<file path="config.mk">
export PLATFORM = sky130hd
export DESIGN_NAME = vedic_prod_accum_flat
export DESIGN_NICKNAME = d
export VERILOG_FILES = /design/src/rtl/vedic_prod_accum_if.sv /design/src/rtl/vedic_prod_accum.sv /design/src/flat_wrapper.sv
export SDC_FILE = /design/constraint.sdc
export NUM_CORES = 1
export LEC_CHECK = 0
export ABC_AREA = 1
export CORE_ASPECT_RATIO = 0.9
export CORE_MARGIN = 4
export CORE_UTILIZATION = 55
export DETAILED_ROUTE_END_ITERATION = 8
export PLACE_DENSITY = 0.82
export SLEW_MARGIN = 10
export SYNTH_ARGS = -nofsm -noshare
export SYNTH_HDL_FRONTEND = slang
export SYNTH_SLANG_ARGS = --single-unit
export TNS_END_PERCENT = 50
</file>
<file path="constraint.sdc">
create_clock -name clk -period 4.6 [get_ports clk]
set_input_delay 0.46 -clock clk [delete_from_list [all_inputs] [get_ports clk]]
set_output_delay 0.46 -clock clk [all_outputs]
set_load 0.02 [all_outputs]
</file>
<file path="src/rtl/vedic_prod_accum_if.sv">
// Handshake bundle between the product source, the accumulator and the sum consumer.
// master = job/product source and result consumer, slave = the accumulator.
interface vedic_prod_accum_if #(
  parameter int PROD_W = 64,
  parameter int GUARD  = 8,
  parameter int CNT_W  = 8
);
  logic                      start;
  logic [CNT_W-1:0]          len;
  logic                      prod_valid;
  logic [PROD_W-1:0]         prod;
  logic                      prod_ready;
  logic                      acc_valid;
  logic [PROD_W+GUARD-1:0]   acc_out;
  logic                      acc_ready;
  logic                      busy;
  logic                      overflow;

  modport master (
    output start, len, prod_valid, prod, acc_ready,
    input  prod_ready, acc_valid, acc_out, busy, overflow
  );

  modport slave (
    input  start, len, prod_valid, prod, acc_ready,
    output prod_ready, acc_valid, acc_out, busy, overflow
  );
endinterface

</file>
<file path="src/rtl/vedic_prod_accum.sv">
// Sums a programmed number of unsigned multiplier products into a guarded
// accumulator and holds the result until the consumer takes it.
module vedic_prod_accum #(
  parameter int PROD_W = 64,
  parameter int GUARD  = 8,
  parameter int CNT_W  = 8
) (
  input  logic               clk,
  input  logic               rst,
  vedic_prod_accum_if.slave  bus
);
  localparam int ACC_W = PROD_W + GUARD;

  typedef enum logic [1:0] {IDLE, ACC, DONE} state_t;

  state_t             state_q, state_d;
  logic [ACC_W-1:0]   acc_q, acc_d;
  logic [CNT_W-1:0]   cnt_q, cnt_d;
  logic               ovf_q, ovf_d;
  logic               prod_ready_q, prod_ready_d;
  logic               acc_valid_q, acc_valid_d;
  logic               busy_q, busy_d;
  logic [ACC_W:0]     sum;

  // Wrapping add; the extra MSB is the carry out of the accumulator.
  function automatic logic [ACC_W:0] add_carry(input logic [ACC_W-1:0] a,
                                               input logic [PROD_W-1:0] p);
    logic [ACC_W-1:0] p_ext;
    p_ext = ACC_W'(p);
    return {1'b0, a} + {1'b0, p_ext};
  endfunction

  always_comb begin
    state_d      = state_q;
    acc_d        = acc_q;
    cnt_d        = cnt_q;
    ovf_d        = ovf_q;
    prod_ready_d = prod_ready_q;
    acc_valid_d  = acc_valid_q;
    busy_d       = busy_q;
    sum          = add_carry(acc_q, bus.prod);
    case (state_q)
      IDLE: begin
        if (bus.start) begin
          acc_d  = '0;
          ovf_d  = 1'b0;
          busy_d = 1'b1;
          if (bus.len != '0) begin
            state_d      = ACC;
            cnt_d        = bus.len;
            prod_ready_d = 1'b1;
          end else begin
            state_d     = DONE;
            acc_valid_d = 1'b1;
          end
        end
      end
      ACC: begin
        if (bus.prod_valid && prod_ready_q) begin
          acc_d = sum[ACC_W-1:0];
          if (sum[ACC_W]) ovf_d = 1'b1;
          cnt_d = cnt_q - 1'b1;
          if (cnt_q == CNT_W'(1)) begin
            state_d      = DONE;
            prod_ready_d = 1'b0;
            acc_valid_d  = 1'b1;
          end
        end
      end
      DONE: begin
        if (bus.acc_ready) begin
          state_d     = IDLE;
          acc_valid_d = 1'b0;
          busy_d      = 1'b0;
        end
      end
      default: begin
        state_d      = IDLE;
        prod_ready_d = 1'b0;
        acc_valid_d  = 1'b0;
        busy_d       = 1'b0;
      end
    endcase
  end

  always_ff @(posedge clk) begin
    if (rst) begin
      state_q      <= IDLE;
      acc_q        <= '0;
      cnt_q        <= '0;
      ovf_q        <= 1'b0;
      prod_ready_q <= 1'b0;
      acc_valid_q  <= 1'b0;
      busy_q       <= 1'b0;
    end else begin
      state_q      <= state_d;
      acc_q        <= acc_d;
      cnt_q        <= cnt_d;
      ovf_q        <= ovf_d;
      prod_ready_q <= prod_ready_d;
      acc_valid_q  <= acc_valid_d;
      busy_q       <= busy_d;
    end
  end

  assign bus.prod_ready = prod_ready_q;
  assign bus.acc_valid  = acc_valid_q;
  assign bus.acc_out    = acc_q;
  assign bus.busy       = busy_q;
  assign bus.overflow   = ovf_q;
endmodule

</file>
<file path="src/flat_wrapper.sv">
// flat-port wrapper written by rule: the top's interface ports become plain ports
module vedic_prod_accum_flat 
#(
  parameter int PROD_W = 64,
  parameter int GUARD  = 8,
  parameter int CNT_W  = 8
)
  (clk, rst, bus_start, bus_len, bus_prod_valid, bus_prod, bus_acc_ready, bus_prod_ready, bus_acc_valid, bus_acc_out, bus_busy, bus_overflow);
  vedic_prod_accum_if #(.PROD_W(PROD_W), .GUARD(GUARD), .CNT_W(CNT_W)) bus_i ();
  input  logic clk;
  input  logic rst;
  input wire logic [$bits(bus_i.start)-1:0] bus_start;
  input wire logic [$bits(bus_i.len)-1:0] bus_len;
  input wire logic [$bits(bus_i.prod_valid)-1:0] bus_prod_valid;
  input wire logic [$bits(bus_i.prod)-1:0] bus_prod;
  input wire logic [$bits(bus_i.acc_ready)-1:0] bus_acc_ready;
  output wire logic [$bits(bus_i.prod_ready)-1:0] bus_prod_ready;
  output wire logic [$bits(bus_i.acc_valid)-1:0] bus_acc_valid;
  output wire logic [$bits(bus_i.acc_out)-1:0] bus_acc_out;
  output wire logic [$bits(bus_i.busy)-1:0] bus_busy;
  output wire logic [$bits(bus_i.overflow)-1:0] bus_overflow;
  assign bus_i.start = bus_start;
  assign bus_i.len = bus_len;
  assign bus_i.prod_valid = bus_prod_valid;
  assign bus_i.prod = bus_prod;
  assign bus_i.acc_ready = bus_acc_ready;
  assign bus_prod_ready = bus_i.prod_ready;
  assign bus_acc_valid = bus_i.acc_valid;
  assign bus_acc_out = bus_i.acc_out;
  assign bus_busy = bus_i.busy;
  assign bus_overflow = bus_i.overflow;
  vedic_prod_accum #(.PROD_W(PROD_W), .GUARD(GUARD), .CNT_W(CNT_W)) u_core (.clk(clk), .rst(rst), .bus(bus_i));
endmodule
</file>
; Word level (Yosys, flattened, before mapping)
; Cells that the tools add are included.
[totals]
ff_bits = 86
latchBits = 0
ramBits = 0
mem_bits_ro = 0
elab_cells = 62
memories = 0
[classes]
addsub = 2
n_mul = 0
n_div = 0
magnitude_cmp = 0
eq_ne = 10
shifts = 0
n_mux = 30
n_bitwise = 2
n_reduce_logical = 11
[ops]
columns = cell, n
row1 = $mux W72, 2
row2 = $pmux W72 S2, 1
row3 = $add A72 B64 Y73, 1
row4 = $mux W8, 3
row5 = $pmux W8 S2, 1
row6 = $mux W1, 13
row7 = $reduce_and A4 Y1, 3
row8 = $mux W2, 5
row9 = $reduce_and A5 Y1, 2
row10 = $pmux W1 S3, 3
row11 = $eq A8 B1 Y1 const B, 1
row12 = $ne A2 B1 Y1 const B, 4
row13 = $reduce_bool A8 Y1, 1
row14 = $sub A8 B1 Y8 const B, 1
row15 = $ne A2 B2 Y1 const B, 3
row16 = $pmux W2 S3, 1
row17 = $reduce_and A3 Y1, 2
row18 = $eq A2 B1 Y1 const B, 1
row19 = $eq A2 B2 Y1 const B, 1
row20 = $logic_not A2 Y1, 1
row21 = $not A1 Y1, 2
row22 = $pmux W1 S2, 1
row23 = $reduce_bool A2 Y1, 1
row24 = $logic_and A1 B1 Y1, 1

; Depth between registers and ports, before layout
[logic_depth]
depth_word = 4
depth_mapped = 17
ltp_nobuf = 17

; Least setup slack after synthesis
; OpenSTA, ideal clock, no wires.
[synth_path]
path_type = input to register
start = in bus_prod[0]
end = reg u_core.acc_q[38], in the netlist u_core.bus.acc_out[38]
setup_time_ns = 0.132
t_arrival_ns = 2.051
required_time_ns = 4.468
path_slack_ns = 2.416
stages = 13
path_buffers = 0
cell_sequence = ha_1 fa_1 nand3_1 nand3_2 nand2_1 nand2_2 nand2_1 nand3_2 nand2_1 nand2_2 or2_2 nand3_1 a21oi_1
[synth_between]
elab_chain_cells = 3
[synth_lines]
columns = element, line
row1 = "start, declared", flat_wrapper.sv:15  ; input wire logic [$bits(bus_i.prod)-1:0] bus_prod;
row2 = $add A72 B64 Y73, vedic_prod_accum.sv:30  ; return {1'b0, a} + {1'b0, p_ext};
row3 = $mux W72, vedic_prod_accum.sv:59  ; if (bus.prod_valid && prod_ready_q) begin
row4 = $pmux W72 S2, vedic_prod_accum.sv:42  ; case (state_q)
row5 = "end signal, assigned", vedic_prod_accum.sv:89  ; acc_q <= '0;
row6 = "end signal, assigned", vedic_prod_accum.sv:97  ; acc_q <= acc_d;
row7 = "end, declared", vedic_prod_accum.sv:17  ; logic [ACC_W-1:0] acc_q, acc_d;
; No other way between the ends. The select of a mux whose other input is x is not followed.
; A chain may end at the register's enable or synchronous reset.

; Worst setup path after layout
[layout_path]
start = in bus_prod[0]
end = reg u_core.acc_q[62], in the netlist u_core.bus.acc_out[62]
; The elaborated chain is that of the path after synthesis.

==> summary.txt <==
Run status
  • Status: completed

GRT
  • Overflow after GRT: 0
  • Largest net degree at the start of global routing: 65
  • Initial antenna violation count: 0
  • GR Util All Layers: 0.3718
  • Number of global-route vias before repair: 10965
  • First-pass GRT wire length: 57700 um

Synth
  • Register bit count reported by yosys: 86
  • Cell variety after synth: 41
  • Post-synth net total: 1933
  • Sequential fraction of the synthesis area: 0.1810
  • Netlist Area Pre-Place: 9510 um^2
  • Main flop type after synthesis: dfxtp_1
  • Avg Cell Area, Syn: 5.316 um^2
  • Post-Syn Instances: 1789
  • Fraction of registers with async set/reset: 0
  • Yosys Warn Count: 0
  • Post-synth EDFFs: 0

Routing
  • Routed vias/inst: 5.457
  • Drt pass-1 iters: 6
  • Total wire length: 37030 um
  • DRT iter0 DRCs: 1546
  • Residual DRC count: 0
  • Post-route ant nets: 0
  • Vias: 11842
  • Average wire per standard cell: 17.06 um

Hold path
  • WHS Endpoint: u_core.bus.acc_valid$_SDFFE_PP0P_
  • WHS Path Cells: 2
  • HP Class: reg -> reg
  • Hold wc startpoint: u_core.bus.acc_valid$_SDFFE_PP0P_

Power
  • P per Cell Area: 189.7 nW/um^2
  • Worst vdd ir: 219.3 uV
  • Leakage: 6.098 nW

Finish
  • ANT cells: 0
  • Fill count: 1659
  • Area Overhead vs Synth: 21.27%
  • Multi-input logic area: 6357 um^2
  • Non-Filler Instances: 2170
  • # nets final: 2074
  • Layout cells sized above 1: 0.03876
  • Sequential Area: 1722 um^2

CTS
  • # resized after CTS: 0
  • Num CTS Buffers: 9
  • Clock root buffer: clkbuf_16
  • Worst-Skew Late Latency: 0.36 ns
  • Post-CTS setup buffer count: 0
  • CTS tree: yes
  • Maximum clock path buffer count: 2
  • Num Clock Sinks: 86
  • Worst-path clk slew: 0.08 ns
  • Cts hold-fix bufs: 0
  • CTS H-tree depth: 3

Floorplanning
  • Cell row count: 45
  • Die span in x: 146.6 um
  • Placeable Area: 16950 um^2
  • Starting density of the core: 0.5612
  • Die Height: 132.8 um
  • Ports: 153
  • Die area: 19460 um^2

Worst setup path
  • CP Capture Type: register
  • Critical path class: in -> reg
  • CP startpoint kind: primary input
  • Required time of the critical path: 4.89 ns
  • Crit path max fanout: 6
  • Worst reg2reg path endpoint: u_core.bus.acc_out[62]$_SDFFE_PP0P_
  • Worst Reg-to-Reg Cells: 15
  • Critical Path AT: 3.12 ns
  • R2R setup slack: 1.91 ns
  • R2r startpoint: u_core.bus.acc_out[0]$_SDFFE_PP0P_

STA
  • Worst hold margin: 0.4766 ns
  • Slew HR: 0.4032
  • Setup violators final: 0
  • Skew final: 0.01029 ns
  • Final hold vios: 0
  • Fmax: 353.2 MHz
  • Period minus WS final: 2.831 ns
  • Slew Limit Fails: 0
  • Slew @ Worst Pin: 0.8951 ns
  • Period utilization: 0.6154
  • Post-route setup TNS: 0 ns
  • RSZ-0062 raised after global routing: no
  • Final worst slack: 1.769 ns

Placed design
  • Gpl congestion: 1.068
  • HPWL after DPL: 29720 um
  • Dpl ws: 1.528 ns
  • Port bufs: 152
  • # placed instances: 2154

Job
  • Max-Cap Viols: 0
[synthesized netlist by cell type (2+ instances only)]
cell type	instances	area share
nand2_1	713	0.28
inv_1	345	0.14
nor2_1	143	0.056
a21oi_1	136	0.072
dfxtp_1	86	0.18
nand3_1	84	0.044
ha_1	66	0.087
o21ai_0	52	0.027
a21boi_0	21	0.017
nor3_1	17	0.0089
or2_2	15	0.0099
clkbuf_1	14	0.0055
nand3b_1	14	0.011
nand3_2	10	0.011
nand2_2	8	0.0053
nor2_2	8	0.0053
buf_2	5	0.0026
nand4_1	5	0.0033
nor3_2	5	0.0053
o21bai_1	5	0.0039
inv_2	4	0.0016
o21ai_1	4	0.0021
a211oi_1	3	0.0024
buf_4	3	0.0024
a31oi_1	2	0.0013
and2_1	2	0.0013
buf_1	2	0.00079
clkinv_1	2	0.00079
nor2_4	2	0.0024
or2_1	2	0.0013
[state kept, by name, indices dropped and copies added (netlist names)]
signal / cells
u_core.cnt_q: 8
u_core.state_q: 2
u_core.bus.overflow: 1
u_core.bus.busy: 1
u_core.bus.prod_ready: 1
u_core.bus.acc_out: 72
u_core.bus.acc_valid: 1
[worst max-delay path, cell delays in order]
cell	delay, ns
clkdlybuf4s50_1	0.40
ha_1	0.28
fa_1	0.48
nand3_1	0.12
nand3_2	0.14
nand2_1	0.11
nand2_2	0.10
nand2_1	0.08
nand2_1	0.10
nand2_1	0.08
nand2_1	0.20
nand2_1	0.19
nand2_1	0.07
nand2_1	0.06
nand3_1	0.08
a21oi_1	0.17
[metrics by stage]
stage | util | total power [mW] | area (um^2)
floorplan | - | 1.172 | 9510
global placement | 0.6630 | 1.381 | 11240
detailed placement | 0.6630 | 1.390 | 11240
CTS | 0.6805 | 2.169 | 11530
global route | 0.6805 | 2.272 | 11530
finish | 0.6805 | 2.188 | 11530
[layer usage]
layer  up-vias  global-route usage  routed length (um)
li1       5771                   -                   -
met1      5232              0.5309               16120
met2       762              0.5449               14690
met3        77              0.1089                5249
met4         0              0.1008                 972
met5         -                   0                   0
[power by group]
part	internal (mW)	switching, mW	leakage [nW]
logic	0.215	0.383	5.26
clock network	0.427	0.367	0.143
registers	0.772	0.0245	0.696
[final cells by class]
type,count,area share
clock buffers,10,0.01985
inverters,352,0.1148
repair buffers,155,0.1334
well taps,235,0.02549
flip-flops and latches,86,0.1493
clock inverters,6,0.005967
multi-input cells,1326,0.5512
[how the worst max path moves through the flow]
stage	slack, ns	end	startpoint	depth (start not counted)
final	1.77	u_core.bus.acc_out[62]$_SDFFE_PP0P_	bus_prod[0]	16
after global routing	1.64	u_core.bus.acc_out[62]$_SDFFE_PP0P_	bus_prod[0]	16
after CTS	1.89	u_core.bus.acc_out[62]$_SDFFE_PP0P_	bus_prod[0]	16
after detailed placement	1.53	u_core.bus.acc_out[62]$_SDFFE_PP0P_	bus_prod[0]	16
after global placement	1.53	u_core.bus.acc_out[62]$_SDFFE_PP0P_	bus_prod[0]	16
after floorplan	2.42	u_core.bus.acc_out[38]$_SDFFE_PP0P_	bus_prod[0]	13
[layout by cell type, fill, tap and decap left out, types with 2 or more instances in the layout]
| cell | instances |
|---|---|
| clkbuf_16 | 9 |
| clkinv_1 | 2 |
| inv_1 | 345 |
| clkdlybuf4s50_1 | 151 |
| nor2_4 | 3 |
| inv_2 | 4 |
| o21bai_1 | 5 |
| nor3_1 | 17 |
| or2_1 | 2 |
| nand2_2 | 8 |
| nand3b_1 | 14 |
| a31oi_1 | 2 |
| and2_1 | 2 |
| inv_6 | 2 |
| nand4_1 | 5 |
| nor2_1 | 143 |
| ha_1 | 66 |
| a211oi_1 | 3 |
| nand3_1 | 84 |
| a21oi_1 | 136 |
| nor3_2 | 5 |
| buf_4 | 3 |
| dfxtp_1 | 86 |
| nand3_2 | 10 |
| a21boi_0 | 21 |
| nand2_1 | 713 |
| nor2_2 | 7 |
| or2_2 | 15 |
| o21ai_0 | 52 |
| o21ai_1 | 4 |
[cell families after synthesis]
group,Yosys count,share of synthesized area
xor gates and xnor gates,1,0.0009211
and+or+nand+nor,1031,0.4493
AOI/OAI and AO/OA,227,0.1288
DFF,86,0.1810
buffers and inverters,377,0.1510
adders and majority gates,67,0.08894
(Power assumes the default switching activity.)
==> RTL change 1: new RTL, same flow settings <==
The 3 states of `state_t` get a one-hot encoding in 3 bits.
--- a/src/rtl/vedic_prod_accum.sv
+++ b/src/rtl/vedic_prod_accum.sv
@@ -12,5 +12,5 @@
   localparam int ACC_W = PROD_W + GUARD;
 
-  typedef enum logic [1:0] {IDLE, ACC, DONE} state_t;
+  typedef enum logic [2:0] {IDLE = 3'b001, ACC = 3'b010, DONE = 3'b100} state_t;
 
   state_t             state_q, state_d;
Function: same outputs for any inputs over 4 cycles, from zero or initial values and one cycle with rst high; so few cycles prove little.
==> RTL change 1 against the unedited design <==
Sequential cell count rose by 1; final cell count rose by 3.3%; wire length fell by 1.5%; synthesized cell count rose by 3.7%; clock skew rose by 0.78 ps; clock power rose by 4.2%; power rose by 11%; count of clock-buffer cells in the layout rose by 1; synthesized area rose by 3.2%; cell area rose by 2.6%; worst setup slack got worse by 200 ps; via count rose by 1.1%; largest cell class unchanged; largest power group unchanged; highest routed layer unchanged.
==> RTL change 1: results <==
metrics = {
    "placed_design": {
        "routabilityCongestion": 1.10,
        "hpwl_mm": 29.2,
        "pre_cts_ws_ps": 1550,
    },
    "route": {
        "drtIter0Drc": 1286,
        "routed_via_density": 5.34,
        "first_pass_iters": 8,
        "drt_wl_total_mm": 36.5,
    },
    "grt": {
        "grt_start_max_net_pins": 73,
        "first_global_vias": 10700,
        "grt_usage_pct": 35.5,
        "grt_pass1_wl_mm": 56.0,
    },
    "sta": {
        "skew_ps": 11.1,
        "worst_pin_slew_ps": 948,
    },
    "synth": {
        "async_flop_share_pct": 0,
        "synth_area_leaders": "nand2_1 29%, dfxtp_1 18%, inv_1 14%",
        "syn-num-nets": 2000,
        "synth_commonest_cells": "762 x nand2_1, 363 x inv_1, 134 x nor2_1",
        "synthFlopType": "dfxtp_1",
        "synthDistinctLibCells": 37,
        "synth_seq_area_share_pct": 17.7,
        "postSynthAreaPerCell_sq_um": 5.29,
    },
    "cells_and_area": {
        "drive_gt1_share_pct": 4.70,
        "layout.cells.non_filler": 2241,
        "final_nets": 2140,
        "nFillCells": 1726,
    },
    "clock_network": {
        "clk_path_buf_depth": 2,
        "cts-root-buf": "clkbuf_16",
    },
    "status": {
        "status": "finished, final reports clean",
    },
    "pwr": {
        "p_int_w": 0.00149,
        "irDropWorstVdd_v": 0.000237,
        "cellLeakagePower_nw": 6.21,
    },
    "hold_path": {
        "hold_path.class": "reg -> reg",
    },
    "setup_path": {
        "cp.arrival_ps": 3340,
        "critical_path.max_fanout": 72,
    },
}
RTL change 1: path summary, 6_finish.rpt:
kind                                         start                                  end  slack [ps]  cells after the start
setup / recovery    u_core.state_q[2]$_SDFFE_PP0P_  u_core.bus.acc_out[69]$_SDFFE_PP0P_        1570                     11
setup reg to reg    u_core.state_q[2]$_SDFFE_PP0P_  u_core.bus.acc_out[69]$_SDFFE_PP0P_        1570                     11
hold / removal    u_core.bus.overflow$_SDFFE_PP0P_     u_core.bus.overflow$_SDFFE_PP0P_         460                      2
hold reg to reg   u_core.bus.overflow$_SDFFE_PP0P_     u_core.bus.overflow$_SDFFE_PP0P_         460                      2
RTL change 1: final cells by class:
type | instances | area [sq um] | share of cell area, %
Clock buffer | 11 | 243 | 2.05
Tap cell | 240 | 300 | 2.54
Sequential cell | 87 | 1740 | 14.7
Multi-Input combinational cell | 1373 | 6550 | 55.3
Inverter | 371 | 1400 | 11.8
Timing Repair Buffer | 154 | 1540 | 13.0
Clock inverter | 5 | 63.8 | 0.539
RTL change 1: power by group through the flow:
stage	registers (W)	clock network [W]	logic, W
floorplan	0.000867	0	0.000506
global placement	0.000854	0	0.000733
detailed placement	0.000855	0	0.000742
CTS	0.000838	0.000826	0.000745
global route	0.000847	0.000849	0.000826
finish	0.000838	0.000827	0.000760
RTL change 1: critical path, cell delays in order (launching register included):
cell	delay [ps]
dfxtp_1	300
inv_1	100
nand3_1	420
nand2_1	240
nand2_1	110
nor2_4	410
inv_4	450
nor4_1	550
nand2_1	120
nand3_1	90
nand2_1	60
nor2_1	110
RTL change 1: cell families (layout without fill, tap and decap cells):
group | after synthesis | after routing | synth area share, %
and+or+nand+nor | 1121 | 1121 | 48.0
buffers and inverters | 396 | 541 | 15.6
AOI/OAI and AO/OA | 185 | 185 | 10.0
DFF | 87 | 87 | 17.7
adders and majority gates | 67 | 67 | 8.62
RTL change 1: metal layers:
metal	track usage, %	vias up	routed length (um)
met5	0	-	0
met4	7.52	0	666
met1	50.9	5296	15800
li1	-	5957	-
met3	11.8	56	5210
met2	51.8	660	14700
RTL change 1: metrics by stage:
stage / power [W] / cell area (sq um)
4_1_cts: 0.00241 / 11800
3_5_place_dp: 0.00160 / 11500
3_3_place_gp: 0.00159 / 11500
5_1_grt: 0.00252 / 11800
6_report: 0.00243 / 11800
2_1_floorplan: 0.00137 / 9820
==> RTL change 2: new RTL, same settings <==
Made on the original files. `GUARD` is set to 8 in 3 places; all go to 16.
--- a/src/rtl/vedic_prod_accum_if.sv
+++ b/src/rtl/vedic_prod_accum_if.sv
@@ -3,5 +3,5 @@
 interface vedic_prod_accum_if #(
   parameter int PROD_W = 64,
-  parameter int GUARD  = 8,
+  parameter int GUARD  = 16,
   parameter int CNT_W  = 8
 );
--- a/src/rtl/vedic_prod_accum.sv
+++ b/src/rtl/vedic_prod_accum.sv
@@ -3,5 +3,5 @@
 module vedic_prod_accum #(
   parameter int PROD_W = 64,
-  parameter int GUARD  = 8,
+  parameter int GUARD  = 16,
   parameter int CNT_W  = 8
 ) (
--- a/src/flat_wrapper.sv
+++ b/src/flat_wrapper.sv
@@ -3,5 +3,5 @@
 #(
   parameter int PROD_W = 64,
-  parameter int GUARD  = 8,
+  parameter int GUARD  = 16,
   parameter int CNT_W  = 8
 )
Interface: changed (resized bus_acc_out); port bits go from 153 to 161. The function was not compared with the original's and may differ.
==> RTL change 2 against the unedited design <==
Sequential cell count increased by 8; critical endpoint is now u_core.bus.acc_out[38]$_SDFFE_PP0P_; synthesized area grew 9.8%; sequential power up 8.5%; die area up 9.2%; largest power group unchanged; worst setup slack worse by 74 ps; wire length rose by 7.2%; register-to-register slack got worse by 50 ps; cell area grew 8.9%; power rose by 6.2%; critical path type unchanged; sequential share of layout area rose by 0.053 points.
==> RTL change 2: results <==
metrics = {
    "cells_and_area": {
        "multi_input_area_sq_um": 7030,
        "clock_tree_area_fraction_pct": 2.49,
        "multi_input_area_share_pct": 56.0,
        "buf_share_pct": 12.9,
        "nFlopsAndLatches": 94,
        "nMultiInputCombCells": 1444,
        "nFillCells": 1828,
        "drive_gt1_share_pct": 6.88,
        "ff_latch_area_sq_um": 1880,
        "inverters": 375,
        "non_clock_buffer_count": 163,
    },
    "clock_network": {
        "cts_setup_buffers": 0,
        "clk_latency_ps": 360,
    },
    "route": {
        "wl_per_cell_um": 17.0,
        "drt_wl_total_mm": 39.7,
        "wl_met2_mm": 16.4,
        "wl_met1_mm": 17.2,
        "drtIter0Drc": 1437,
        "routed_via_density": 5.44,
        "wl_met3_mm": 4.62,
    },
    "hold_path": {
        "hold_end": "u_core.bus.overflow$_SDFFE_PP0P_",
        "hp-start": "u_core.bus.overflow$_SDFFE_PP0P_",
    },
    "grt": {
        "met3_usage_pct": 8.99,
        "first_global_vias": 11600,
        "use_met1_pct": 50.0,
        "grt_usage_pct": 35.8,
        "grt_pass1_wl_mm": 61.2,
        "grt_start_max_net_pins": 62,
        "use_met2_pct": 53.9,
    },
    "setup_path": {
        "crit_end": "u_core.bus.acc_out[38]$_SDFFE_PP0P_",
        "cp.arrival_ps": 3130,
        "cp_top_family": "simple AND/OR/NAND/NOR gates",
        "reg2regPathDepth": 13,
        "critPathMaxStageDelay_ps": 430,
        "r2r_slack_ps": 1860,
        "critical_path.max_fanout": 4,
    },
    "sta": {
        "timing.fmax_ghz": 0.344,
        "skew_ps": 7.69,
        "worst_slew_margin_rel_pct": 42.0,
    },
    "placed_design": {
        "io_buffers": 160,
        "pre_cts_ws_ps": 1450,
        "dpl_cell_area_sq_um": 12200,
        "routabilityCongestion": 1.09,
    },
    "pwr": {
        "p_clk_share_pct": 36.4,
        "power.switching_w": 0.000828,
        "irDropWorstVdd_v": 0.000197,
        "p_comb_w": 0.000615,
        "cellLeakagePower_nw": 6.27,
    },
    "status": {
        "status": "finished, final reports clean",
    },
    "synth": {
        "syn-num-nets": 2083,
        "synth_area_leaders": "nand2_1 27%, dfxtp_1 18%, inv_1 13%",
        "synth_commonest_cells": "756 x nand2_1, 350 x inv_1, 144 x a21oi_1",
        "postSynthAreaPerCell_sq_um": 5.38,
    },
    "die": {
        "well_tap_count": 245,
    },
}
-- RTL change 2: cell types whose count changed after synthesis, moves of 8 or more --
cell,unedited run,this run
nor2_2,8,33
nand2_2,8,22
nand2_1,713,756
a21oi_1,136,144
nand3_1,84,94
inv_2,4,21
dfxtp_1,86,94
-- RTL change 2: worst register-to-register path, delay by kind of cell (launching register included) --
kind | cells | cell delay, ps
adder cells (fa/ha/maj) | 2 | 680
AO/OA/AOI/OAI | 1 | 80
flip-flops | 1 | 340
AND/OR/NAND/NOR | 10 | 1510
-- RTL change 2: kinds of logic (layout without fill, tap and decap cells) --
| kind of cell | count (synthesis) | count (layout) | synth area share [%] |
|---|---|---|---|
| buffers and inverters | 401 | 554 | 14.7 |
| adder cells (fa/ha/maj) | 67 | 67 | 8.10 |
| flip-flops | 94 | 94 | 18.0 |
| AND/OR/NAND/NOR | 1141 | 1141 | 46.9 |
| AO/OA/AOI/OAI | 235 | 235 | 12.2 |
| XOR/XNOR | 1 | 1 | 0.0839 |
